$ cat config.mk
export PLATFORM = sky130hd
export DESIGN_NAME = rle_stream_scheduler
export DESIGN_NICKNAME = d
export VERILOG_FILES = /design/src/rtl/rle_stream_scheduler.sv
export SDC_FILE = /design/constraint.sdc
export NUM_CORES = 1
export LEC_CHECK = 0
export BUFFER_PORTS_ARGS = -buffer_cell sky130_fd_sc_hd__buf_2
export CAP_MARGIN = 20
export CORE_MARGIN = 10
export CORE_UTILIZATION = 40
export CTS_CLUSTER_SIZE = 28
export DETAILED_ROUTE_END_ITERATION = 10
export PLACE_DENSITY = 0.63
export SLEW_MARGIN = 20
export SYNTH_ARGS = -nofsm -noshare
export SYNTH_HDL_FRONTEND = slang
export SYNTH_SLANG_ARGS = --single-unit
$ cat constraint.sdc
create_clock -name CLK -period 3.2 [get_ports CLK]
set_input_delay 0.64 -clock CLK [delete_from_list [all_inputs] [get_ports CLK]]
set_output_delay 0.64 -clock CLK [all_outputs]
set_load 0.005 [all_outputs]
$ cat src/rtl/rle_stream_scheduler.sv
// rle_stream_scheduler
//
// Merges three run-length streams from the RLE encoder onto one 16-bit word
// link. Each stream lands in its own small FIFO; a round-robin arbiter pops
// one run per accepted output slot. After the encoder signals the end of a
// frame, the remaining runs drain and a single end-of-frame marker word is
// emitted before the next frame starts.
//
// Output word: {eof, id[1:0], frame[2:0], run[9:0]}
//   run word : eof=0, id=stream index, frame=frame counter, run=value
//   marker   : eof=1, id=2'b11,        frame=frame counter, run=0
//
// Ports
//   CLK        in   system clock, rising edge
//   RESET      in   asynchronous active-high reset
//   s_run      in   3 x RUN_W run lengths, index i = encoder stream i+1
//   s_valid    in   per-stream write strobe (no backpressure to encoder)
//   im_end     in   one-cycle frame-end strobe
//   out_data   out  16-bit word to the link
//   out_valid  out  out_data holds a word
//   out_ready  in   link accepts the word
//   overflow   out  sticky per-stream "run dropped this frame"
//   draining   out  high while draining or emitting the marker
//   dbg_state  out  current FSM state (0=RUN, 1=DRAIN, 2=EOF)
//
// Handshake: a word transfers on a rising edge where out_valid and out_ready
// are both high. While out_valid=1 and out_ready=0, out_data and out_valid
// hold. The output register refills whenever it is empty or being drained,
// so a continuously ready link sees one word per cycle.

module rle_stream_scheduler #(
    parameter int DEPTH = 4,
    parameter int RUN_W = 10
) (
    input  logic                  CLK,
    input  logic                  RESET,
    input  logic [2:0][RUN_W-1:0] s_run,
    input  logic [2:0]            s_valid,
    input  logic                  im_end,
    output logic [15:0]           out_data,
    output logic                  out_valid,
    input  logic                  out_ready,
    output logic [2:0]            overflow,
    output logic                  draining,
    output logic [1:0]            dbg_state
);

    localparam int AW = $clog2(DEPTH);
    localparam int CW = AW + 1;

    typedef enum logic [1:0] {
        ST_RUN   = 2'd0,
        ST_DRAIN = 2'd1,
        ST_EOF   = 2'd2
    } state_t;

    state_t state;
    state_t next_state;

    // Per-stream FIFO storage and bookkeeping
    logic [RUN_W-1:0] mem    [3][DEPTH];
    logic [AW-1:0]    wr_ptr [3];
    logic [AW-1:0]    rd_ptr [3];
    logic [CW-1:0]    count  [3];

    logic [2:0]       fifo_empty;
    logic [2:0]       fifo_full;
    logic [2:0]       wr_en;
    logic [2:0]       pop;
    logic [2:0]       ovf_set;
    logic             all_empty;

    // Arbitration
    logic [1:0]       rr_ptr;      // last granted stream
    logic [1:0]       arb_cand;
    logic [1:0]       grant_id;
    logic             grant_valid;
    logic [RUN_W-1:0] pop_run;

    // Output control
    logic             load_en;
    logic             pop_ok;
    logic             eof_load;
    logic             eof_accept;
    logic             eof_sent;    // the marker currently sits in the output register
    logic [2:0]       frame;

    // ------------------------------------------------------------------
    // FIFO status
    // ------------------------------------------------------------------
    always_comb begin
        for (int i = 0; i < 3; i++) begin
            fifo_empty[i] = (count[i] == '0);
            fifo_full[i]  = (count[i] == CW'(DEPTH));
        end
    end

    assign all_empty = &fifo_empty;

    // ------------------------------------------------------------------
    // Round-robin arbiter: first non-empty stream after the last grant
    // ------------------------------------------------------------------
    always_comb begin
        grant_valid = 1'b0;
        grant_id    = rr_ptr;
        arb_cand    = rr_ptr;
        for (int k = 0; k < 3; k++) begin
            arb_cand = (arb_cand == 2'd2) ? 2'd0 : arb_cand + 2'd1;
            if (!grant_valid && !fifo_empty[arb_cand]) begin
                grant_valid = 1'b1;
                grant_id    = arb_cand;
            end
        end
    end

    always_comb begin
        pop_run = '0;
        for (int i = 0; i < 3; i++) begin
            if (grant_id == 2'(i)) begin
                pop_run = mem[i][rd_ptr[i]];
            end
        end
    end

    assign load_en = !out_valid || out_ready;
    // Runs never share the output register with the marker: once in EOF the
    // FIFOs are already empty and stay empty until the next frame.
    assign pop_ok  = (state != ST_EOF) && load_en && grant_valid;

    always_comb begin
        pop = '0;
        if (pop_ok) begin
            pop[grant_id] = 1'b1;
        end
    end

    // ------------------------------------------------------------------
    // Writes and drops. A full FIFO that is popped in the same cycle has
    // room for the incoming run. Outside RUN every strobe is a drop; that
    // includes strobes during the marker cycle, since those runs are lost.
    // ------------------------------------------------------------------
    always_comb begin
        for (int i = 0; i < 3; i++) begin
            if (state == ST_RUN) begin
                wr_en[i]   = s_valid[i] && (!fifo_full[i] || pop[i]);
                ovf_set[i] = s_valid[i] && fifo_full[i] && !pop[i];
            end else begin
                wr_en[i]   = 1'b0;
                ovf_set[i] = s_valid[i];
            end
        end
    end

    always_ff @(posedge CLK) begin
        for (int i = 0; i < 3; i++) begin
            if (wr_en[i]) begin
                mem[i][wr_ptr[i]] <= s_run[i];
            end
        end
    end

    always_ff @(posedge CLK or posedge RESET) begin
        if (RESET) begin
            for (int i = 0; i < 3; i++) begin
                wr_ptr[i] <= '0;
                rd_ptr[i] <= '0;
                count[i]  <= '0;
            end
        end else begin
            for (int i = 0; i < 3; i++) begin
                if (wr_en[i]) begin
                    wr_ptr[i] <= wr_ptr[i] + AW'(1);
                end
                if (pop[i]) begin
                    rd_ptr[i] <= rd_ptr[i] + AW'(1);
                end
                count[i] <= count[i] + CW'(wr_en[i]) - CW'(pop[i]);
            end
        end
    end

    // ------------------------------------------------------------------
    // Frame FSM
    // ------------------------------------------------------------------
    always_ff @(posedge CLK or posedge RESET) begin
        if (RESET) begin
            state <= ST_RUN;
        end else begin
            state <= next_state;
        end
    end

    always_comb begin
        next_state = state;
        eof_load   = 1'b0;
        eof_accept = 1'b0;
        case (state)
            ST_RUN: begin
                if (im_end) begin
                    next_state = ST_DRAIN;
                end
            end
            ST_DRAIN: begin
                // All FIFOs empty means no pop can be pending this cycle.
                if (all_empty) begin
                    next_state = ST_EOF;
                end
            end
            ST_EOF: begin
                if (!eof_sent && load_en) begin
                    eof_load = 1'b1;
                end
                if (eof_sent && out_valid && out_ready) begin
                    eof_accept = 1'b1;
                    next_state = ST_RUN;
                end
            end
            default: begin
                next_state = ST_RUN;
            end
        endcase
    end

    // ------------------------------------------------------------------
    // Output register, arbiter pointer, frame counter, overflow flags
    // ------------------------------------------------------------------
    always_ff @(posedge CLK or posedge RESET) begin
        if (RESET) begin
            out_data  <= '0;
            out_valid <= 1'b0;
            rr_ptr    <= 2'd2;
            frame     <= '0;
            overflow  <= '0;
            eof_sent  <= 1'b0;
        end else begin
            if (pop_ok) begin
                out_data  <= {1'b0, grant_id, frame, pop_run};
                out_valid <= 1'b1;
                rr_ptr    <= grant_id;
            end else if (eof_load) begin
                out_data  <= {1'b1, 2'b11, frame, RUN_W'(0)};
                out_valid <= 1'b1;
            end else if (load_en) begin
                out_valid <= 1'b0;
            end

            if (eof_load) begin
                eof_sent <= 1'b1;
            end else if (eof_accept) begin
                eof_sent <= 1'b0;
            end

            // Accepting the marker starts a clean frame; the clear wins over
            // any drop flagged in the same cycle.
            if (eof_accept) begin
                frame    <= frame + 3'd1;
                overflow <= '0;
            end else begin
                overflow <= overflow | ovf_set;
            end
        end
    end

    assign draining  = (state == ST_DRAIN) || (state == ST_EOF);
    assign dbg_state = state;

endmodule

# Word level (Yosys, flattened, before mapping)
# Memory sizes are Yosys's and may differ from the RTL's.
# Cells that the tools add are included.
dict set report classes {
  n_addsub 16
  magnitude_cmp 14
  n_eq_ne 14
  mux 64
  bitwise 7
  n_reduce_logical 46
}
# cell n
set ops {}
lappend ops {{10-bit two-way mux} 12}
lappend ops {{40-bit two-way mux} 3}
lappend ops {{10-bit binary-select mux with 2-bit select} 3}
lappend ops {{10-bit demux with 2-bit select} 3}
lappend ops {{16-bit two-way mux} 2}
lappend ops {{1-bit two-way mux} 25}
lappend ops {{1-bit logical AND} 20}
lappend ops {{2-bit by 1-bit adder with 2-bit output (second input constant)} 9}
lappend ops {{3-bit >= comparator (second input constant)} 6}
lappend ops {{2-bit two-way mux} 9}
lappend ops {{2-bit inverter with 3-bit output} 6}
lappend ops {{2-bit by 3-bit less-than comparator with 1-bit output (second input constant)} 4}
lappend ops {{1-bit logical NOT} 11}
lappend ops {{2-bit == test (second input constant)} 5}
lappend ops {{3-bit by 1-bit adder with 3-bit output} 3}
lappend ops {{3-bit == test (second input constant)} 3}
lappend ops {{3-bit logical NOT} 3}
lappend ops {{3-bit by 1-bit less-than comparator with 1-bit output (second input constant)} 3}
lappend ops {{3-bit by 1-bit subtractor with 3-bit output} 3}
lappend ops {{2-bit != test (second input constant)} 4}
lappend ops {{1-bit binary-select mux with 2-bit select} 3}
lappend ops {{3-bit two-way mux} 2}
lappend ops {{2-bit one-hot mux with 3 select lines} 1}
lappend ops {{3-bit AND reduction} 2}
lappend ops {{other kinds (9)} 16}
dict set report word_totals {
  ff_bits 49
  ram_bits 120
  input_bits 37
  out_inout_bits 23
  word_cells 178
  n_memories 1
}
# name words width rd rd_ports_with_merged_regs write_ports line_no
set mem_list {}
lappend mem_list {mem 3 40 3 0 3 61} ;# logic [RUN_W-1:0] mem [3][DEPTH];

# Depth between registers and ports, before layout
# Gate-level depths: netlist of the first run.
dict set report depth {
  ltp_word 22
  mapped_depth 16
  mapped_depth_nobuf 14
}

# Least setup slack after synthesis of the first run
# OpenSTA, ideal clock, no wires.
dict set report synth_path {
  path_type {register -> register}
  start {reg state[0] (netlist: dbg_state[0])}
  end {reg count[2] (netlist name)}
  setup_time_ns 0.128
  arrival_time_ns 2.606
  t_required_ns 3.072
  setup_slack_ns 0.467
  stages_incl_launch_ff 17
  path_buffers 2
  synth_period_minus_slack_ns 2.733
  path_cell_list {dfrtp_1 > inv_1 > ha_1 > buf_2 > inv_1 > nand2_1 > o211ai_1 > and3_1 > buf_2 > inv_1 > ha_1 > inv_1 > ha_1 > inv_1 > fa_1 > xnor2_1 > xnor2_1}
}
dict set report synth_via {
  elab_chain_len 9
  elab_cells_between_ends 10
  classes_between {2 x add/sub; 1 x eq/ne; 2 x mux; 5 x reduce/logical}
}
# item line_no
set synth_lines {}
lappend synth_lines {{start, declared} 57} ;# state_t state;
lappend synth_lines {{start signal, assigned} 189} ;# state <= next_state;
lappend synth_lines {{2-bit != test} 128} ;# assign pop_ok = (state != ST_EOF) && load_en && grant_valid;
lappend synth_lines {{1-bit logical AND (2 in series)} 128}
lappend synth_lines {{3-bit two-way mux} 132} ;# if (pop_ok) begin
lappend synth_lines {{1-bit logical OR} 145} ;# wr_en[i] = s_valid[i] && (!fifo_full[i] || pop[i]);
lappend synth_lines {{1-bit logical AND} 145}
lappend synth_lines {{1-bit two-way mux} 144} ;# if (state == ST_RUN) begin
lappend synth_lines {{3-bit by 1-bit adder with 3-bit output} 177} ;# count[i] <= count[i] + CW'(wr_en[i]) - CW'(pop[i]);
lappend synth_lines {{3-bit by 1-bit subtractor with 3-bit output (*)} 177}
lappend synth_lines {{end signal, assigned by index} 177}
lappend synth_lines {{end, declared} 64} ;# logic [CW-1:0] count [3];
# Mark *: on every way between the ends. The rest lies on a longest branch, timed or not.
# A chain may end at the register's enable or synchronous reset.

# Final worst setup path of the first run
# Ends and elaborated chain as after synthesis.

==> results.yml, run 1 <==
clock_tree:
  clk_pin_slew_ns: 0.07
  cts_tree: "built"
  htree_levels: 4
  cts_buffers: 17
  clock_path_buffers: 2
  cts-root-buf: "clkbuf_16"
  hold_buffers: 0
  clk_latency_ns: 0.43
  clock-sinks: 169
floorplan:
  io_pins: 60
  dieHeight_um: 155
  die_x_um: 155
  dieArea_um2: 24100
  rows: 49
  core_area_um2: 18000
  initial_core_util: 0.406
place:
  preCtsSetupSlack_ns: 0.162
  postPlaceCellArea_um2: 7850
  dp_hpwl_um: 10200
  placedCellCount: 723
  routabilityCongestion: 0.783
  io_buffers: 59
worst_setup_path:
  path_depth: 14
  critPathRequiredTime_ns: 3.51
  cp_common_cell: "inv_1"
  critPathBufInv: 5
  path_delay_family: "adder cells"
  cp_slowest_cell: "dfrtp_1"
  worstSetupPathType: "reg -> reg"
  critPathLaunch: "dbg_state[0]"
  crit_path_end_kind: "register"
  r2r_end: "count[2]"
  reg2reg_depth: 14
  critical_path.max_fanout: 9
  critical_path_arrival_ns: 3.21
  crit_path_end: "count[2]"
  max_stage_delay_ns: 0.39
  start_kind: "register"
  cp_cell_sequence: "inv_1 > ha_1 > inv_1 > nand2_1 > o211ai_1 > and3_4 > inv_1 > ha_1 > inv_1 > ha_1 > inv_1 > fa_1 > xnor2_1 > xnor2_1"
  r2r_start: "dbg_state[0]"
  r2r_slack_ns: 0.30
cells_and_area:
  nets: 575
  finalNonFillerCells: 756
  drive_gt1_frac: 0.306
  final_cell_area_um2: 8430
  final_common_cell: "edfxtp_1"
  final_cell_mix: "120 x edfxtp_1, 59 x buf_2, 48 x dfrtp_1"
  filler_cell_count: 1556
  area_delta_synth_final_pct: 15.5
power:
  powerDensity_nw_per_um2: 917
  p_int_w: 0.00508
  power_frac_seq: 0.439
  switchingPower_w: 0.00266
  max-vdd-ir-drop_v: 0.000410
  combPwrFrac: 0.306
  swShare: 0.344
  p_leak_nw: 3.22
  clockPowerShare: 0.255
global_route:
  met1_usage: 0.156
  grt_first_pass_wirelength_um: 23100
  gr-max-usage-layer: "met2"
  use_met3: 0.0394
  grt_usage: 0.125
  antenna_found_initial: 1
  met2_usage: 0.201
  grt_pass1_vias: 4129
  grt_max_degree: 50
  gr-total-overflow: 0
drt:
  avgRoutedWirePerCell_um: 19.0
  vias: 3875
  drtAntennaViolNets: 0
  wl_um: 14400
  drt-vias-per-instance: 5.13
  drtIter0Drc: 192
  dr.pass1.iters: 5
  drcViolationCount: 0
logic_synthesis:
  ys_seq_area_frac: 0.662
  syn_inst: 444
  synthArstFlopShare: 0.290
  synth_area_um2: 7300
  syn_area_per_cell_um2: 16.4
  ys_warn_count: 0
  synth_edf_count: 120
  synthFlopType: "edfxtp_1"
  syn-num-nets: 506
  ys_types: 58
  ys_ff_latch: 169
sta:
  slew_viol_final: 0
  worstMarginPinSlew_ns: 0.882
  layout_setup_ws_ns: 0.297
  fmaxAchievable_mhz: 344
  clock_skew_ns: 0.00832
  hold_ws_ns: 0.360
  tns_ns: 0
  rsz0062_at_grt: "false"
  setup_violations: 0
  slew_headroom: 0.411
  fin_crit_sh: 0.907
  period_needed_ns: 2.90
  finalHoldViolations: 0
min_path:
  hp-class: "in -> async"
run:
  max-cap-violations: 0
status:
  run_status: "finished, final reports clean"
worst min-delay path by stage:
stage                   end  depth (start not counted)
2_1_floorplan      frame[2]                          1
3_3_place_gp       frame[2]                          1
3_5_place_dp       frame[2]                          1
4_1_cts          mem[0][42]                          1
5_1_grt         mem[0][110]                          1
6_report       out_data[12]                          2
cell families after synthesis:
group / share of synthesized area
and+or+nand+nor: 0.0499
muxes: 0.109
xor gates and xnor gates: 0.0204
adders and majority gates: 0.0459
buffers and inverters: 0.0267
AOI/OAI and AO/OA: 0.0859
DFF: 0.662
area by class of cell:
cell class / instances / area, um^2 / share of cell area
Clock buffer: 17 / 425 / 0.0504
Timing Repair Buffer: 66 / 348 / 0.0412
Antenna cell: 1 / 2.50 / 0.000297
Tap cell: 229 / 287 / 0.0340
Inverter: 29 / 110 / 0.0131
Multi-Input combinational cell: 230 / 2280 / 0.270
Clock inverter: 15 / 153 / 0.0181
Sequential cell: 169 / 4830 / 0.573
Yosys cell counts, types with 2 or more instances:
library cell / count / area, um^2
mux4_2: 30 / 676
mux2_1: 2 / 22.5
and2_1: 13 / 81.3
o21ai_1: 4 / 20.0
a22oi_1: 4 / 30.0
o31ai_2: 7 / 87.6
mux2_2: 4 / 45.0
o221ai_1: 5 / 43.8
dfrtp_1: 48 / 1200
xnor2_1: 12 / 105
ha_1: 22 / 275
o21ai_0: 6 / 30.0
clkbuf_1: 4 / 15.0
nand2_1: 23 / 86.3
a21oi_1: 22 / 110
and3_1: 2 / 12.5
nor2_2: 2 / 12.5
fa_1: 3 / 60.1
nor2_1: 10 / 37.5
nor3_2: 4 / 40.0
o21a_1: 10 / 75.1
buf_4: 2 / 15.0
inv_1: 29 / 109
nand2b_1: 2 / 12.5
buf_2: 9 / 45.0
xor2_1: 5 / 43.8
edfxtp_1: 120 / 3600
nand3_1: 3 / 15.0
o21ai_2: 3 / 26.3
mux2i_1: 4 / 40.0
a21boi_0: 3 / 22.5
sequential cells by signal, summed over array words and instances, names as in the netlist:
name,flops
eof_sent,1
out_valid,1
mem,120
frame,3
rd_ptr,6
count,9
out_data,16
overflow,3
rr_ptr,2
wr_ptr,6
dbg_state,2
repair_timing:
item                       in CTS  in global routing
setup endpoints to repair       0                  1
setup buffers                   0                  0
gates resized for setup         0                  2
stage by stage:
| stage | total power, W | utilization |
|---|---|---|
| floorplan | 0.00507 | - |
| global placement | 0.00575 | 0.437 |
| detailed placement | 0.00586 | 0.437 |
| CTS | 0.00785 | 0.469 |
| global route | 0.00822 | 0.469 |
| finish | 0.00773 | 0.470 |
metal layers:
layer	wire length, um	share of wire
met1	6350	0.44
met2	7200	0.50
met3	640	0.045
met4	161	0.011
met5	0	0
power by group through the flow:
stage,Clock (W),Combinational (W),Sequential [W]
after floorplan,0,0.00193,0.00314
after global placement,0,0.00232,0.00343
after detailed placement,0,0.00240,0.00346
after CTS,0.00202,0.00241,0.00342
after global routing,0.00211,0.00262,0.00349
final,0.00198,0.00237,0.00339
worst register-to-register path: stages, from the launching register on:
cell and delay (ns):
dfrtp_1 0.39, inv_1 0.08, ha_1 0.31, inv_1 0.12, nand2_1 0.15, o211ai_1 0.25
and3_4 0.26, inv_1 0.05, ha_1 0.29, inv_1 0.07, ha_1 0.13, inv_1 0.04
fa_1 0.37, xnor2_1 0.15, xnor2_1 0.12
No activity file was read; power rests on OpenSTA's default activity.
==> run 2, diff against run 1 <==
--- a/config.mk
+++ b/config.mk
@@ -11,6 +11,7 @@
 export CORE_UTILIZATION = 40
 export CTS_CLUSTER_SIZE = 28
 export DETAILED_ROUTE_END_ITERATION = 10
+export GPL_TIMING_DRIVEN = 0
 export PLACE_DENSITY = 0.63
 export SLEW_MARGIN = 20
 export SYNTH_ARGS = -nofsm -noshare
==> results.yml, run 2 (synthesis gave the netlist of run 1 again) <==
sta:
  clock_skew_ns: 0.00669
  finalHoldViolations: 0
  hold_ws_ns: 0.251
  setup_violations: 0
  period_needed_ns: 2.99
  slew_viol_final: 0
  fmaxAchievable_mhz: 334
  tns_ns: 0
  slew_headroom: 0.540
  rsz0062_at_grt: "false"
  fin_crit_sh: 0.935
  worstMarginPinSlew_ns: 0.689
power:
  powerDensity_nw_per_um2: 914
  power.total_w: 0.00774
  max-vdd-ir-drop_v: 0.000405
  p_leak_nw: 3.24
clock_tree:
  clk_latency_ns: 0.43
  clock_path_buffers: 2
  cts_buffers: 17
  clock-sinks: 169
  cts_tree: "built"
  clk_pin_slew_ns: 0.07
  htree_levels: 4
  cts-root-buf: "clkbuf_16"
cells_and_area:
  filler_cell_count: 1552
  largest_reg_flops: 120
  final_cell_area_um2: 8470
  drive_gt1_frac: 0.309
  area_delta_synth_final_pct: 16.1
  antenna_cells: 0
  final_common_cell: "edfxtp_1"
  nets: 587
  final_cell_mix: "120 x edfxtp_1, 68 x buf_2, 48 x dfrtp_1"
worst_setup_path:
  worstSetupPathType: "reg -> reg"
  critical_path.max_fanout: 9
  crit_path_end_kind: "register"
  cp_cell_sequence: "inv_1 > ha_1 > buf_2 > nor2_1 > o21ai_2 > a21oi_4 > inv_1 > ha_1 > inv_1 > ha_1 > fa_1 > xor2_1 > xnor2_1"
  critPathRequiredTime_ns: 3.51
  cp_slowest_cell: "fa_1"
  critical_path_arrival_ns: 3.30
  path_delay_family: "adder cells"
  critPathBufInv: 4
  start_kind: "register"
  max_stage_delay_ns: 0.38
floorplan:
  dieHeight_um: 155
  dieArea_um2: 24100
  initial_core_util: 0.406
  core_area_um2: 18000
  rows: 49
  io_pins: 60
  die_x_um: 155
drt:
  avgRoutedWirePerCell_um: 19.0
  drt-vias-per-instance: 5.16
  vias: 3959
  dr.pass1.iters: 4
  drtAntennaViolNets: 0
  wl_um: 14600
  drcViolationCount: 0
  drtIter0Drc: 228
global_route:
  grt_usage: 0.128
  antenna_found_initial: 0
  grt_pass1_vias: 4324
  grt_first_pass_wirelength_um: 23700
  gr-total-overflow: 0
  grt_max_degree: 28
place:
  io_buffers: 59
  dp_hpwl_um: 10400
  postPlaceCellArea_um2: 7900
  routabilityCongestion: 0.818
status:
  run_status: "finished, final reports clean"
min_path:
  hp-class: "in -> async"
run:
  max-cap-violations: 0
==> run 2: through the flow <==
step / worst slack, ns / cells / utilization
finish: 0.209 / 767 / 0.472
global route: 0.00888 / 767 / 0.472
CTS: 0.161 / 765 / 0.471
detailed placement: 0.0211 / 733 / 0.440
global placement: 0.0490 / 732 / 0.439
floorplan: 0.467 / 444 / -
==> run 2: worst paths after layout <==
path	endpoint	cells past startpoint	from	slack, ns
max	count[8]	13	dbg_state[0]	0.21
min	out_data[10]	2	RESET	0.25
max reg2reg	count[8]	13	dbg_state[0]	0.21
min reg2reg	frame[2]	1	frame[2]	0.46
max in group asynchronous	out_data[1]	3	RESET	2.42
min in group CLK	mem[0][14]	1	s_run[4]	0.42
==> run 2: metal layers <==
| metal | routed length (um) | GRT usage |
|---|---|---|
| met2 | 7330 | 0.205 |
| met1 | 6200 | 0.158 |
| met5 | 0 | 0 |
| met3 | 791 | 0.0405 |
| met4 | 269 | 0.0468 |
==> run 2: cell type report <==
| type | count | area (um^2) | share of cell area |
|---|---|---|---|
| sequential | 169 | 4830 | 0.570 |
| multi-input combinational | 230 | 2280 | 0.269 |
| clock buffer | 18 | 429 | 0.0507 |
| timing repair buffer | 62 | 330 | 0.0390 |
| tap | 229 | 287 | 0.0338 |
| clock inverter | 14 | 124 | 0.0146 |
| inverter | 29 | 109 | 0.0128 |
| buffer | 16 | 86.3 | 0.0102 |
==> run 2: power by group <==
part,switching (W),internal (W)
sequential,0.000312,0.00288
combinational,0.00144,0.00119
clock,0.000852,0.00107
total,0.00260,0.00514
==> run 2: worst reg2reg max path: stages, from the launching register on <==
cell and delay [ns]:
dfrtp_1 0.37, inv_1 0.07, ha_1 0.19, buf_2 0.17, nor2_1 0.37, o21ai_2 0.15, a21oi_4 0.29, inv_1 0.08
ha_1 0.28, inv_1 0.04, ha_1 0.18, fa_1 0.38, xor2_1 0.18, xnor2_1 0.13
==> run 2: what timing repair did <==
item / in CTS / in global routing
resized for setup: 0 / 1
endpoints found under the setup margin: 0 / 2
hold buffers: 0 / 0
setup buffers: 0 / 2
==> run 3, diff against run 2 <==
--- a/config.mk
+++ b/config.mk
@@ -12,6 +12,7 @@
 export CTS_CLUSTER_SIZE = 28
 export DETAILED_ROUTE_END_ITERATION = 10
 export GPL_TIMING_DRIVEN = 0
+export MAX_ROUTING_LAYER = met4
 export PLACE_DENSITY = 0.63
 export SLEW_MARGIN = 20
 export SYNTH_ARGS = -nofsm -noshare
==> results.yml, run 3 (synthesis gave the netlist of run 1 again) <==
run:
  max-cap-violations: 0
sta:
  slew_headroom: 0.537
  slew_viol_final: 0
  rsz0062_at_grt: "false"
  period_needed_ns: 3.00
  layout_setup_ws_ns: 0.205
  setup_violations: 0
  worstMarginPinSlew_ns: 0.694
  tns_ns: 0
  clock_skew_ns: 0.00736
  hold_ws_ns: 0.252
  fmaxAchievable_mhz: 334
  finalHoldViolations: 0
  fin_crit_sh: 0.936
cells_and_area:
  filler_cell_count: 1552
  antenna_cells: 0
  drive_gt1_frac: 0.309
  area_delta_synth_final_pct: 16.1
  final_common_cell: "edfxtp_1"
  nets: 587
  largest_reg_flops: 120
  final_cell_mix: "120 x edfxtp_1, 68 x buf_2, 48 x dfrtp_1"
worst_setup_path:
  r2r_slack_ns: 0.20
  critical_path.max_fanout: 9
  worstSetupPathType: "reg -> reg"
  crit_path_end_kind: "register"
  critical_path_arrival_ns: 3.31
  start_kind: "register"
  critPathRequiredTime_ns: 3.51
drt:
  vias: 3968
  drtAntennaViolNets: 0
  drtIter0Drc: 226
  drt-vias-per-instance: 5.17
  dr.pass1.iters: 5
  wl_um: 14600
  drcViolationCount: 0
  avgRoutedWirePerCell_um: 19.0
clock_tree:
  cts-root-buf: "clkbuf_16"
  clock_path_buffers: 2
  clock-sinks: 169
  cts_buffers: 17
  clk_pin_slew_ns: 0.07
  htree_levels: 4
  clk_latency_ns: 0.42
  cts_tree: "built"
  hold_buffers: 0
place:
  io_buffers: 59
  dp_hpwl_um: 10400
  preCtsSetupSlack_ns: 0.0211
  routabilityCongestion: 0.831
global_route:
  grt_max_degree: 28
  antenna_found_initial: 0
  grt_usage: 0.131
  grt_pass1_vias: 4340
  gr-total-overflow: 0
  grt_first_pass_wirelength_um: 23700
power:
  powerDensity_nw_per_um2: 913
  max-vdd-ir-drop_v: 0.000401
  p_leak_nw: 3.24
floorplan:
  dieHeight_um: 155
  dieArea_um2: 24100
  die_x_um: 155
  core_area_um2: 18000
  rows: 49
  initial_core_util: 0.406
  io_pins: 60
status:
  run_status: "finished, final reports clean"
min_path:
  hp-class: "in -> async"
==> run 3: repair_timing <==
action	4_1_cts	5_1_grt
endpoints found under the setup margin	0	2
resized for setup	0	1
buffers inserted	0	2
==> run 3: cell type report <==
cell class                 count  area [um^2]  share of cell area
clock inverter                14          124              0.0146
sequential                   169         4830               0.570
buffer                        16         86.3              0.0102
inverter                      29          109              0.0128
timing repair buffer          62          330              0.0390
clock buffer                  18          429              0.0507
multi-input combinational    230         2280               0.269
tap                          229          287              0.0338
==> run 3: worst max-delay path, stage by stage (launching register included) <==
cell	delay [ns]
dfrtp_1	0.37
inv_1	0.07
ha_1	0.19
buf_2	0.17
nor2_1	0.37
o21ai_2	0.15
a21oi_4	0.29
inv_1	0.08
ha_1	0.28
inv_1	0.04
ha_1	0.18
fa_1	0.38
xor2_1	0.18
xnor2_1	0.13
==> run 3: path summary, 6_finish.rpt <==
| path | from | to | depth (start not counted) |
|---|---|---|---|
| min in group CLK | s_run[4] | mem[0][14] | 1 |
| max | dbg_state[0] | count[8] | 13 |
| min | RESET | dbg_state[0] | 2 |
| min reg2reg | frame[2] | frame[2] | 1 |
| max in group asynchronous | RESET | out_data[8] | 3 |
| max reg2reg | dbg_state[0] | count[8] | 13 |
==> run 3: power by group <==
| part | switching [W] | total [W] | internal (W) |
|---|---|---|---|
| clock | 0.000848 | 0.00192 | 0.00107 |
| sequential | 0.000312 | 0.00319 | 0.00288 |
| combinational | 0.00144 | 0.00263 | 0.00119 |
| total | 0.00260 | 0.00774 | 0.00514 |
==> run 3: stage by stage <==
step	total power, W	instance area, um^2	util	cells
final	0.00774	8470	0.472	767
after global routing	0.00823	8470	0.472	767
after CTS	0.00782	8450	0.471	765
after detailed placement	0.00589	7900	0.440	733
after global placement	0.00578	7880	0.439	732
after floorplan	0.00507	7300	-	444
==> run 3: routing by layer <==
layer	global-route usage	vias up	wire length [um]
met4	0.0499	0	314
met2	0.204	86	7280
met5	-	-	0
met1	0.159	2008	6260
li1	-	1849	-
met3	0.0386	25	708
